### config.mk
export PLATFORM = sky130hd
export DESIGN_NAME = align_rd_sched_flat
export DESIGN_NICKNAME = d
export VERILOG_FILES = /design/src/rtl/align_rd_sched_if.sv /design/src/rtl/align_rd_sched.sv /design/src/flat_wrapper.sv
export SDC_FILE = /design/constraint.sdc
export NUM_CORES = 1
export LEC_CHECK = 0
export ABC_AREA = 0
export CORE_ASPECT_RATIO = 0.8
export CORE_UTILIZATION = 53
export CTS_CLUSTER_DIAMETER = 30
export CTS_CLUSTER_SIZE = 24
export DETAILED_ROUTE_END_ITERATION = 6
export GPL_ROUTABILITY_DRIVEN = 1
export GPL_TIMING_DRIVEN = 0
export PLACE_DENSITY = 0.79
export SLEW_MARGIN = 20
export SYNTH_ARGS = -nofsm -noshare
export SYNTH_HDL_FRONTEND = slang
export SYNTH_SLANG_ARGS = --single-unit
### constraint.sdc
create_clock -name clk -period 2.9 [get_ports clk]
set_clock_uncertainty 0.05 [all_clocks]
set_input_delay 0.725 -clock clk [delete_from_list [all_inputs] [get_ports clk]]
set_output_delay 0.725 -clock clk [all_outputs]
set_load 0.02 [all_outputs]
### src/rtl/align_rd_sched_if.sv
// align_rd_sched_if: bus between the alignment-FIFO read scheduler, the FIFO
// and the video-output side. The scheduler connects through the slave modport;
// whatever drives sync and FIFO status uses the master modport.
interface align_rd_sched_if #(
  parameter int LVL_W = 12
);
  logic             vs;
  logic [LVL_W-1:0] fifo_lvl;
  logic             fifo_afull;
  logic             fifo_rd_en;
  logic             line_start;
  logic             frame_start;
  logic             frame_active;
  logic             underflow;
  logic [15:0]      uf_count;

  modport master (
    output vs, fifo_lvl, fifo_afull,
    input  fifo_rd_en, line_start, frame_start, frame_active, underflow, uf_count
  );

  modport slave (
    input  vs, fifo_lvl, fifo_afull,
    output fifo_rd_en, line_start, frame_start, frame_active, underflow, uf_count
  );
endinterface

### src/rtl/align_rd_sched.sv
// align_rd_sched: read-side scheduler for the RGB565 alignment FIFO.
// After a vs rising edge it waits for enough buffered pixels, then issues
// H_DISP back-to-back reads per line followed by H_GAP idle cycles, for V_DISP
// lines. Markers are registered together with fifo_rd_en so they line up with it.
// Optional feature: define ALIGN_UF_STAT_EN to get a lifetime underflow counter
// on uf_count; otherwise uf_count reads as zero.
//
// state     | meaning
// ----------+-----------------------------------------------------------
// IDLE      | after reset, nothing scheduled, waits for a frame start
// WAIT_FILL | line pending, waits for fifo_lvl >= FILL_TH or fifo_afull
// READ      | one read per cycle, pix_cnt 0..H_DISP-1
// GAP       | H_GAP idle cycles after a line
// DONE      | all V_DISP lines issued, frame_active low, waits for vs
module align_rd_sched #(
  parameter int H_DISP  = 1280,
  parameter int V_DISP  = 720,
  parameter int H_GAP   = 370,
  parameter int FILL_TH = 1280,
  parameter int LVL_W   = 12
) (
  input  logic           clk,
  input  logic           rst_n,
  align_rd_sched_if.slave bus
);

  localparam int PIX_W  = (H_DISP > 1) ? $clog2(H_DISP) : 1;
  localparam int GAP_W  = (H_GAP > 1) ? $clog2(H_GAP) : 1;
  localparam int LINE_W = $clog2(V_DISP + 1);

  localparam logic [PIX_W-1:0]  PIX_LAST = PIX_W'(H_DISP - 1);
  localparam logic [GAP_W-1:0]  GAP_LAST = GAP_W'((H_GAP > 0) ? (H_GAP - 1) : 0);
  localparam logic [LINE_W-1:0] LINE_END = LINE_W'(V_DISP);
  localparam logic [LVL_W-1:0]  FILL_LVL = LVL_W'(FILL_TH);

  typedef enum logic [2:0] {
    IDLE      = 3'd0,
    WAIT_FILL = 3'd1,
    READ      = 3'd2,
    GAP       = 3'd3,
    DONE      = 3'd4
  } state_t;

  state_t              state_q;
  logic                vs_d1_q;
  logic [PIX_W-1:0]    pix_cnt_q;
  logic [GAP_W-1:0]    gap_cnt_q;
  logic [LINE_W-1:0]   line_cnt_q;
  logic                rd_en_q;
  logic                line_start_q;
  logic                frame_start_q;
  logic                frame_active_q;
  logic                underflow_q;

  logic                frame_det;
  logic                fill_ok;
  logic                lvl_empty;
  logic [LINE_W-1:0]   line_inc;

  assign frame_det = bus.vs & ~vs_d1_q;
  // fifo_afull lets reads start early so the writer side never overflows.
  assign fill_ok   = (bus.fifo_lvl >= FILL_LVL) | bus.fifo_afull;
  assign lvl_empty = (bus.fifo_lvl == '0);
  assign line_inc  = (line_cnt_q == LINE_END) ? line_cnt_q : line_cnt_q + LINE_W'(1);

  // Scheduler FSM; all outputs are registered next to the state so they
  // change on the same edge as fifo_rd_en. A frame start overrides everything.
  always_ff @(posedge clk or negedge rst_n) begin
    if (!rst_n) begin
      state_q        <= IDLE;
      vs_d1_q        <= 1'b0;
      pix_cnt_q      <= '0;
      gap_cnt_q      <= '0;
      line_cnt_q     <= '0;
      rd_en_q        <= 1'b0;
      line_start_q   <= 1'b0;
      frame_start_q  <= 1'b0;
      frame_active_q <= 1'b0;
      underflow_q    <= 1'b0;
    end else begin
      vs_d1_q       <= bus.vs;
      line_start_q  <= 1'b0;
      frame_start_q <= 1'b0;
      if (frame_det) begin
        state_q        <= WAIT_FILL;
        pix_cnt_q      <= '0;
        gap_cnt_q      <= '0;
        line_cnt_q     <= '0;
        rd_en_q        <= 1'b0;
        frame_active_q <= 1'b1;
        underflow_q    <= 1'b0;
      end else begin
        case (state_q)
          IDLE, DONE: begin
          end
          WAIT_FILL: begin
            if (fill_ok) begin
              state_q       <= READ;
              rd_en_q       <= 1'b1;
              line_start_q  <= 1'b1;
              frame_start_q <= (line_cnt_q == '0);
            end
          end
          READ: begin
            if (lvl_empty) underflow_q <= 1'b1;
            if (pix_cnt_q == PIX_LAST) begin
              pix_cnt_q  <= '0;
              line_cnt_q <= line_inc;
              if (H_GAP > 0) begin
                state_q <= GAP;
                rd_en_q <= 1'b0;
              end else if (line_inc == LINE_END) begin
                state_q        <= DONE;
                rd_en_q        <= 1'b0;
                frame_active_q <= 1'b0;
              end else if (fill_ok) begin
                // No gap configured: the next line starts without a bubble.
                state_q      <= READ;
                rd_en_q      <= 1'b1;
                line_start_q <= 1'b1;
              end else begin
                state_q <= WAIT_FILL;
                rd_en_q <= 1'b0;
              end
            end else begin
              pix_cnt_q <= pix_cnt_q + PIX_W'(1);
            end
          end
          GAP: begin
            if (gap_cnt_q == GAP_LAST) begin
              gap_cnt_q <= '0;
              if (line_cnt_q == LINE_END) begin
                state_q        <= DONE;
                frame_active_q <= 1'b0;
              end else if (fill_ok) begin
                // Fill check folded into the last gap cycle, so the gap is exactly H_GAP.
                state_q      <= READ;
                rd_en_q      <= 1'b1;
                line_start_q <= 1'b1;
              end else begin
                state_q <= WAIT_FILL;
              end
            end else begin
              gap_cnt_q <= gap_cnt_q + GAP_W'(1);
            end
          end
          default: begin
            state_q <= IDLE;
            rd_en_q <= 1'b0;
          end
        endcase
      end
    end
  end

`ifdef ALIGN_UF_STAT_EN
  logic [15:0] uf_count_q;

  // Lifetime tally of reads issued against an empty FIFO; only reset clears it.
  always_ff @(posedge clk or negedge rst_n) begin
    if (!rst_n) begin
      uf_count_q <= 16'h0;
    end else if ((state_q == READ) && lvl_empty && (uf_count_q != 16'hFFFF)) begin
      uf_count_q <= uf_count_q + 16'd1;
    end
  end

  assign bus.uf_count = uf_count_q;
`else
  assign bus.uf_count = 16'h0;
`endif

  assign bus.fifo_rd_en   = rd_en_q;
  assign bus.line_start   = line_start_q;
  assign bus.frame_start  = frame_start_q;
  assign bus.frame_active = frame_active_q;
  assign bus.underflow    = underflow_q;

endmodule

### src/flat_wrapper.sv
// flat-port wrapper written by rule: the top's interface ports become plain ports
module align_rd_sched_flat 
#(
  parameter int H_DISP  = 1280,
  parameter int V_DISP  = 720,
  parameter int H_GAP   = 370,
  parameter int FILL_TH = 1280,
  parameter int LVL_W   = 12
)
  (clk, rst_n, bus_vs, bus_fifo_lvl, bus_fifo_afull, bus_fifo_rd_en, bus_line_start, bus_frame_start, bus_frame_active, bus_underflow, bus_uf_count);
  align_rd_sched_if #(.LVL_W(LVL_W)) bus_i ();
  input  logic clk;
  input  logic rst_n;
  input wire logic [$bits(bus_i.vs)-1:0] bus_vs;
  input wire logic [$bits(bus_i.fifo_lvl)-1:0] bus_fifo_lvl;
  input wire logic [$bits(bus_i.fifo_afull)-1:0] bus_fifo_afull;
  output wire logic [$bits(bus_i.fifo_rd_en)-1:0] bus_fifo_rd_en;
  output wire logic [$bits(bus_i.line_start)-1:0] bus_line_start;
  output wire logic [$bits(bus_i.frame_start)-1:0] bus_frame_start;
  output wire logic [$bits(bus_i.frame_active)-1:0] bus_frame_active;
  output wire logic [$bits(bus_i.underflow)-1:0] bus_underflow;
  output wire logic [$bits(bus_i.uf_count)-1:0] bus_uf_count;
  assign bus_i.vs = bus_vs;
  assign bus_i.fifo_lvl = bus_fifo_lvl;
  assign bus_i.fifo_afull = bus_fifo_afull;
  assign bus_fifo_rd_en = bus_i.fifo_rd_en;
  assign bus_line_start = bus_i.line_start;
  assign bus_frame_start = bus_i.frame_start;
  assign bus_frame_active = bus_i.frame_active;
  assign bus_underflow = bus_i.underflow;
  assign bus_uf_count = bus_i.uf_count;
  align_rd_sched #(.H_DISP(H_DISP), .V_DISP(V_DISP), .H_GAP(H_GAP), .FILL_TH(FILL_TH), .LVL_W(LVL_W)) u_core (.clk(clk), .rst_n(rst_n), .bus(bus_i));
endmodule
# --- After elaboration in Yosys (flattened, before gate mapping) ---
# Index checks and enable logic that the tools add are counted.
classes:
  addsub: 3
  n_lt_le_gt_ge: 1
  eq_ne: 13
  mux: 38
  n_bitwise: 3
  reduce_logical: 15
ops:
  columns: ["op", "count"]
  rows:
  - ["$mux W10", 4]
  - ["$mux W11", 3]
  - ["$mux W9", 3]
  - ["$mux W1", 19]
  - ["$mux W3", 5]
  - ["$ge A12 B11 Y1 const B", 1]
  - ["$logic_not A12 Y1", 1]
  - ["$pmux W3 S4", 1]
  - ["$reduce_bool A2 Y1", 6]
  - ["$add A11 B1 Y11 const B", 1]
  - ["$eq A11 B11 Y1 const B", 1]
  - ["$add A10 B1 Y10 const B", 1]
  - ["$eq A10 B10 Y1 const B", 1]
  - ["$logic_not A10 Y1", 1]
  - ["$add A9 B1 Y9 const B", 1]
  - ["$eq A9 B9 Y1 const B", 1]
  - ["$ne A3 B1 Y1 const B", 3]
  - ["$reduce_and A4 Y1", 2]
  - ["$eq A3 B2 Y1 const B", 2]
  - ["$reduce_and A3 Y1", 2]
  - ["$ne A2 B1 Y1 const B", 2]
  - ["$pmux W1 S4", 1]
  - ["$eq A3 B1 Y1 const B", 1]
  - ["$eq A3 B3 Y1 const B", 1]
  - ["other kinds (9)", 9]
word_totals:
  reg_bits: 39
  inputBits: 16
  wordCells: 83

# --- Longest topological paths before layout ---
# Gate-level depths: netlist of the first run.
depth:
  ltp_word: 7
  mapped_depth: 8
  depth_no_buf: 7

# --- Least setup slack after synthesis of the first run ---
# No wires, ideal clock.
synth_path:
  path_type: "input port to flip-flop"
  startpoint: "input port bus_fifo_lvl[8]"
  endpoint: "register u_core.state_q[2]"
  arrival_ns: 1.891
  t_required_ns: 2.722
  slack_ns: 0.831
  path_stages: 5
  path_buffers: 0
  path_cell_list: "or2_2 > a211o_1 > nor3_1 > nor3_2 > mux2_1"
synth_via:
  elab_chain_len: 4
synth_rtl:
  columns: ["element", "line", "rtl"]
  rows:
  - ["start, declared", "flat_wrapper.sv:15", "input wire logic [$bits(bus_i.fifo_lvl)-1:0] bus_fifo_lvl;"]
  - ["$ge A12 B11 Y1", "align_rd_sched.sv:62", "assign fill_ok = (bus.fifo_lvl >= FILL_LVL) | bus.fifo_afull;"]
  - ["$or A1 B1 Y1", "align_rd_sched.sv:62", null]
  - ["$ne A3 B1 Y1 (no line)", null, null]
  - ["$reduce_and A4 Y1 (no line)", null, null]
  - ["end signal, assigned", "align_rd_sched.sv:70", "state_q <= IDLE;"]
  - ["end signal, assigned", "align_rd_sched.sv:85", "state_q <= WAIT_FILL;"]
  - ["end signal, assigned", "align_rd_sched.sv:98", "state_q <= READ;"]
  - ["end, declared", "align_rd_sched.sv:44", "state_t state_q;"]
# No other way between the ends.
# A chain may end at the register's enable or synchronous reset.

# --- Worst setup path in the final report of the first run ---
layout_path:
  startpoint: "input port bus_vs"
  endpoint: "register u_core.pix_cnt_q[4]"
layout_via:
  elab_chain_len: 2
  elab_cells_between_ends: 3
layout_rtl:
  columns: ["element", "line", "rtl"]
  rows:
  - ["start, declared", "flat_wrapper.sv:14", "input wire logic [$bits(bus_i.vs)-1:0] bus_vs;"]
  - ["$and A1 B1 Y1 *", "align_rd_sched.sv:60", "assign frame_det = bus.vs & ~vs_d1_q;"]
  - ["$mux W11 / $reduce_bool A2 Y1 (equally long branches)", null, null]
  - ["end signal, assigned", "align_rd_sched.sv:126", "pix_cnt_q <= pix_cnt_q + PIX_W'(1);"]
  - ["end, declared", "align_rd_sched.sv:46", "logic [PIX_W-1:0] pix_cnt_q;"]
# Every way passes the cells marked *; elsewhere a longest branch is shown, timed or not.

==> results of run 1 <==
[registers in the layout (all words and copies together), names as in the netlist]
signal / flops
u_core.line_cnt_q: 10
u_core.pix_cnt_q: 11
u_core.bus.underflow: 1
u_core.bus.frame_start: 1
u_core.state_q: 3
u_core.bus.frame_active: 1
u_core.bus.fifo_rd_en: 1
u_core.bus.line_start: 1
u_core.gap_cnt_q: 9
u_core.vs_d1_q: 1
[kinds of logic (layout without fill, tap and decap cells)]
group	Yosys count	in the layout	share of synthesized area
xor+xnor	14	14	0.0544
fa+ha+maj	5	5	0.0277
mux	5	5	0.0233
compound gates	41	41	0.122
simple gates	106	106	0.254
buf+inv	33	62	0.0849
other cells	1	16	0.00166
flops	39	39	0.433
[synth_stat cells (all sizes together), types with 2 or more instances]
cell type / count / share of area
mux2i: 3 / 0.013
a21o: 2 / 0.0067
clkbuf: 2 / 0.0033
buf: 21 / 0.065
xor2: 9 / 0.035
nand2b: 5 / 0.014
inv: 10 / 0.017
nor2: 30 / 0.050
nand4: 10 / 0.028
or2: 2 / 0.0055
o21ai: 22 / 0.049
nand2: 18 / 0.030
or3b: 2 / 0.0089
ha: 5 / 0.028
dfrtp: 39 / 0.43
and3: 6 / 0.017
nand3: 8 / 0.018
mux2: 2 / 0.010
o2111ai: 3 / 0.012
nor4: 6 / 0.023
a21oi: 4 / 0.0089
nor3b: 3 / 0.010
xnor2: 5 / 0.019
nor3: 10 / 0.027
[power groups by stage]
stage / clock [mW] / sequential (mW) / combinational [mW]
after global routing: 0.428 / 0.634 / 0.506
after CTS: 0.407 / 0.628 / 0.448
after detailed placement: 0 / 0.638 / 0.445
final: 0.397 / 0.628 / 0.449
after global placement: 0 / 0.637 / 0.437
after floorplan: 0 / 0.649 / 0.308
[final timing paths]
path                                        endpoint  slack, ns  cells past startpoint
worst max-delay path             u_core.pix_cnt_q[4]       0.35                      6
worst min-delay path            u_core.line_cnt_q[1]       0.25                      1
worst max register to register     u_core.state_q[2]       0.69                      5
worst min register to register  u_core.bus.underflow       0.46                      2
max in group asynchronous        u_core.pix_cnt_q[3]       2.12                      2
min in group clk                u_core.bus.underflow       0.46                      2
[routing by layer]
layer | wire [µm] | GRT usage
met5 | 0 | 0
met3 | 266 | 0.0465
met1 | 2200 | 0.303
met2 | 1820 | 0.337
met4 | 67 | 0.0889
[final cells by class]
class / instances / area (µm²)
Fill cell: 340 / 1230
Multi-Input combinational cell: 187 / 1140
Sequential cell: 39 / 976
Timing Repair Buffer: 21 / 215
Buffer: 23 / 154
Clock buffer: 8 / 100
Tap cell: 55 / 68.8
Inverter: 10 / 37.5
[critical path, delay by kind of cell]
family | cells | cell delay (ns)
buffers and inverters | 4 | 1.70
AND/OR/NAND/NOR | 2 | 0.23
==> results.toml, run 1 <==
[die]
die_area_um2 = 4520
fp-row-count = 20
fp.dieH_um = 60.3
start_util = 0.574
die_width_um = 74.9
core-area_um2 = 3930
io_pins = 37

[final_layout]
syn_to_final_growth_pct = 19.5
layout.cell_area.non_filler_um2 = 2700
n_antenna_cell = 0
drive_gt1_frac = 0.135
mostFrequentLayoutCell = "dfrtp_1"
num-nets-final = 308
utilization = 0.686
fin_cells = 343
final_cell_mix = "dfrtp_1 (39), nor2_1 (30), o21ai_0 (20)"

[drt]
drtPass1Iterations = 4
ant_nets = 0
drc = 0
vias = 1810
finalWirelength_um = 4350
drt-initial-drc-count = 126
vias_per_cell = 5.28
wire_per_inst_um = 12.7

[yosys]
netlist_area_um2 = 2250
async_reset_ff_frac = 1.00
seq_area_frac_synth = 0.433
syn_inst = 244
avgSynthCellArea_um2 = 9.24
ys_types = 48
synth_edf_count = 0
ys.flop_type = "dfrtp_1"
ys_seq_elements = 39
synth_warnings = 0

[worst_setup_path]
cp_common_cell = "clkbuf_1"
critPathSlowestCell = "clkdlybuf4s50_1"
worstSetupPathType = "input port to flip-flop"
cpPeakStageDelay_ns = 0.50
start_kind = "input port"
cp_cell_sequence = "clkdlybuf4s50_1, nor2b_1, buf_1, clkbuf_1, clkbuf_1, nor2_1"
critPathCaptureType = "flip-flop"
critPathMaxFanout = 10
crit_arrival_ns = 2.66
reg2reg_from = "u_core.gap_cnt_q[3]"
critPathLaunch = "bus_vs"
cp_data_required_time_ns = 3.01

[sta]
fmax_mhz = 393
hold_violations = 0
fin_hold_ws_ns = 0.247
worst_slew_pin_slew_ns = 0.556
setup_viol = 0
relSlewSlack = 0.626
rsz0062_at_grt = "false"
min_period_over_period = 0.878
tns_ns = 0
finalCriticalPeriod_ns = 2.55
slew_viol_final = 0
finalWorstSetupSlack_ns = 0.352

[global_routing]
antenna_found_initial = 0
grt_pass1_wl_um = 7290
grt_max_degree = 30
grt_use_total = 0.218
grt_remaining_overflow = 0
grt_pass1_vias = 1608

[place]
placed_cell_area_um2 = 2590
dpl.hpwl_um = 3190
dp_cells = 335
preCtsSetupSlack_ns = 0.0576
gp_congestion = 0.875
io_buffers = 20

[clock_network]
clockRootBuffer = "clkbuf_8"
worst_skew_pair.late_latency_ns = 0.29
clk_pin_slew_worst_paths_ns = 0.07
cts_setup_buffers = 0
ctsResizeCount = 0
cts_made_buffers = 5
clockBufferDepth = 2
clock-sinks = 39
cts_tree = "built"
hold_buffers = 0
ctsHtreeMaxLevel = 2

[power]
power_switching_mw = 0.465
powerDensity_nw_per_um2 = 547
switching_share = 0.315
p_comb_frac = 0.304
power_frac_clock = 0.270
internal_power_mw = 1.01
leakagePower_nw = 1.26
seqPwrFrac = 0.426
finalPower_mw = 1.47
ir_worst_vdd_v = 0.000387

[hold_path]
hold_path.class = "input port to asynchronous set/reset pin"

[run]
maxCapViolCount = 0

[run_status]
status = "complete, no violations"
(Power assumes the default switching activity.)
==> run 2: changes to the inputs <==
Settings changed: CTS_CLUSTER_DIAMETER 30 to 40.
==> results of run 2 <==
Same layout as run 1: the final DEF is identical, and so are final timing and power.
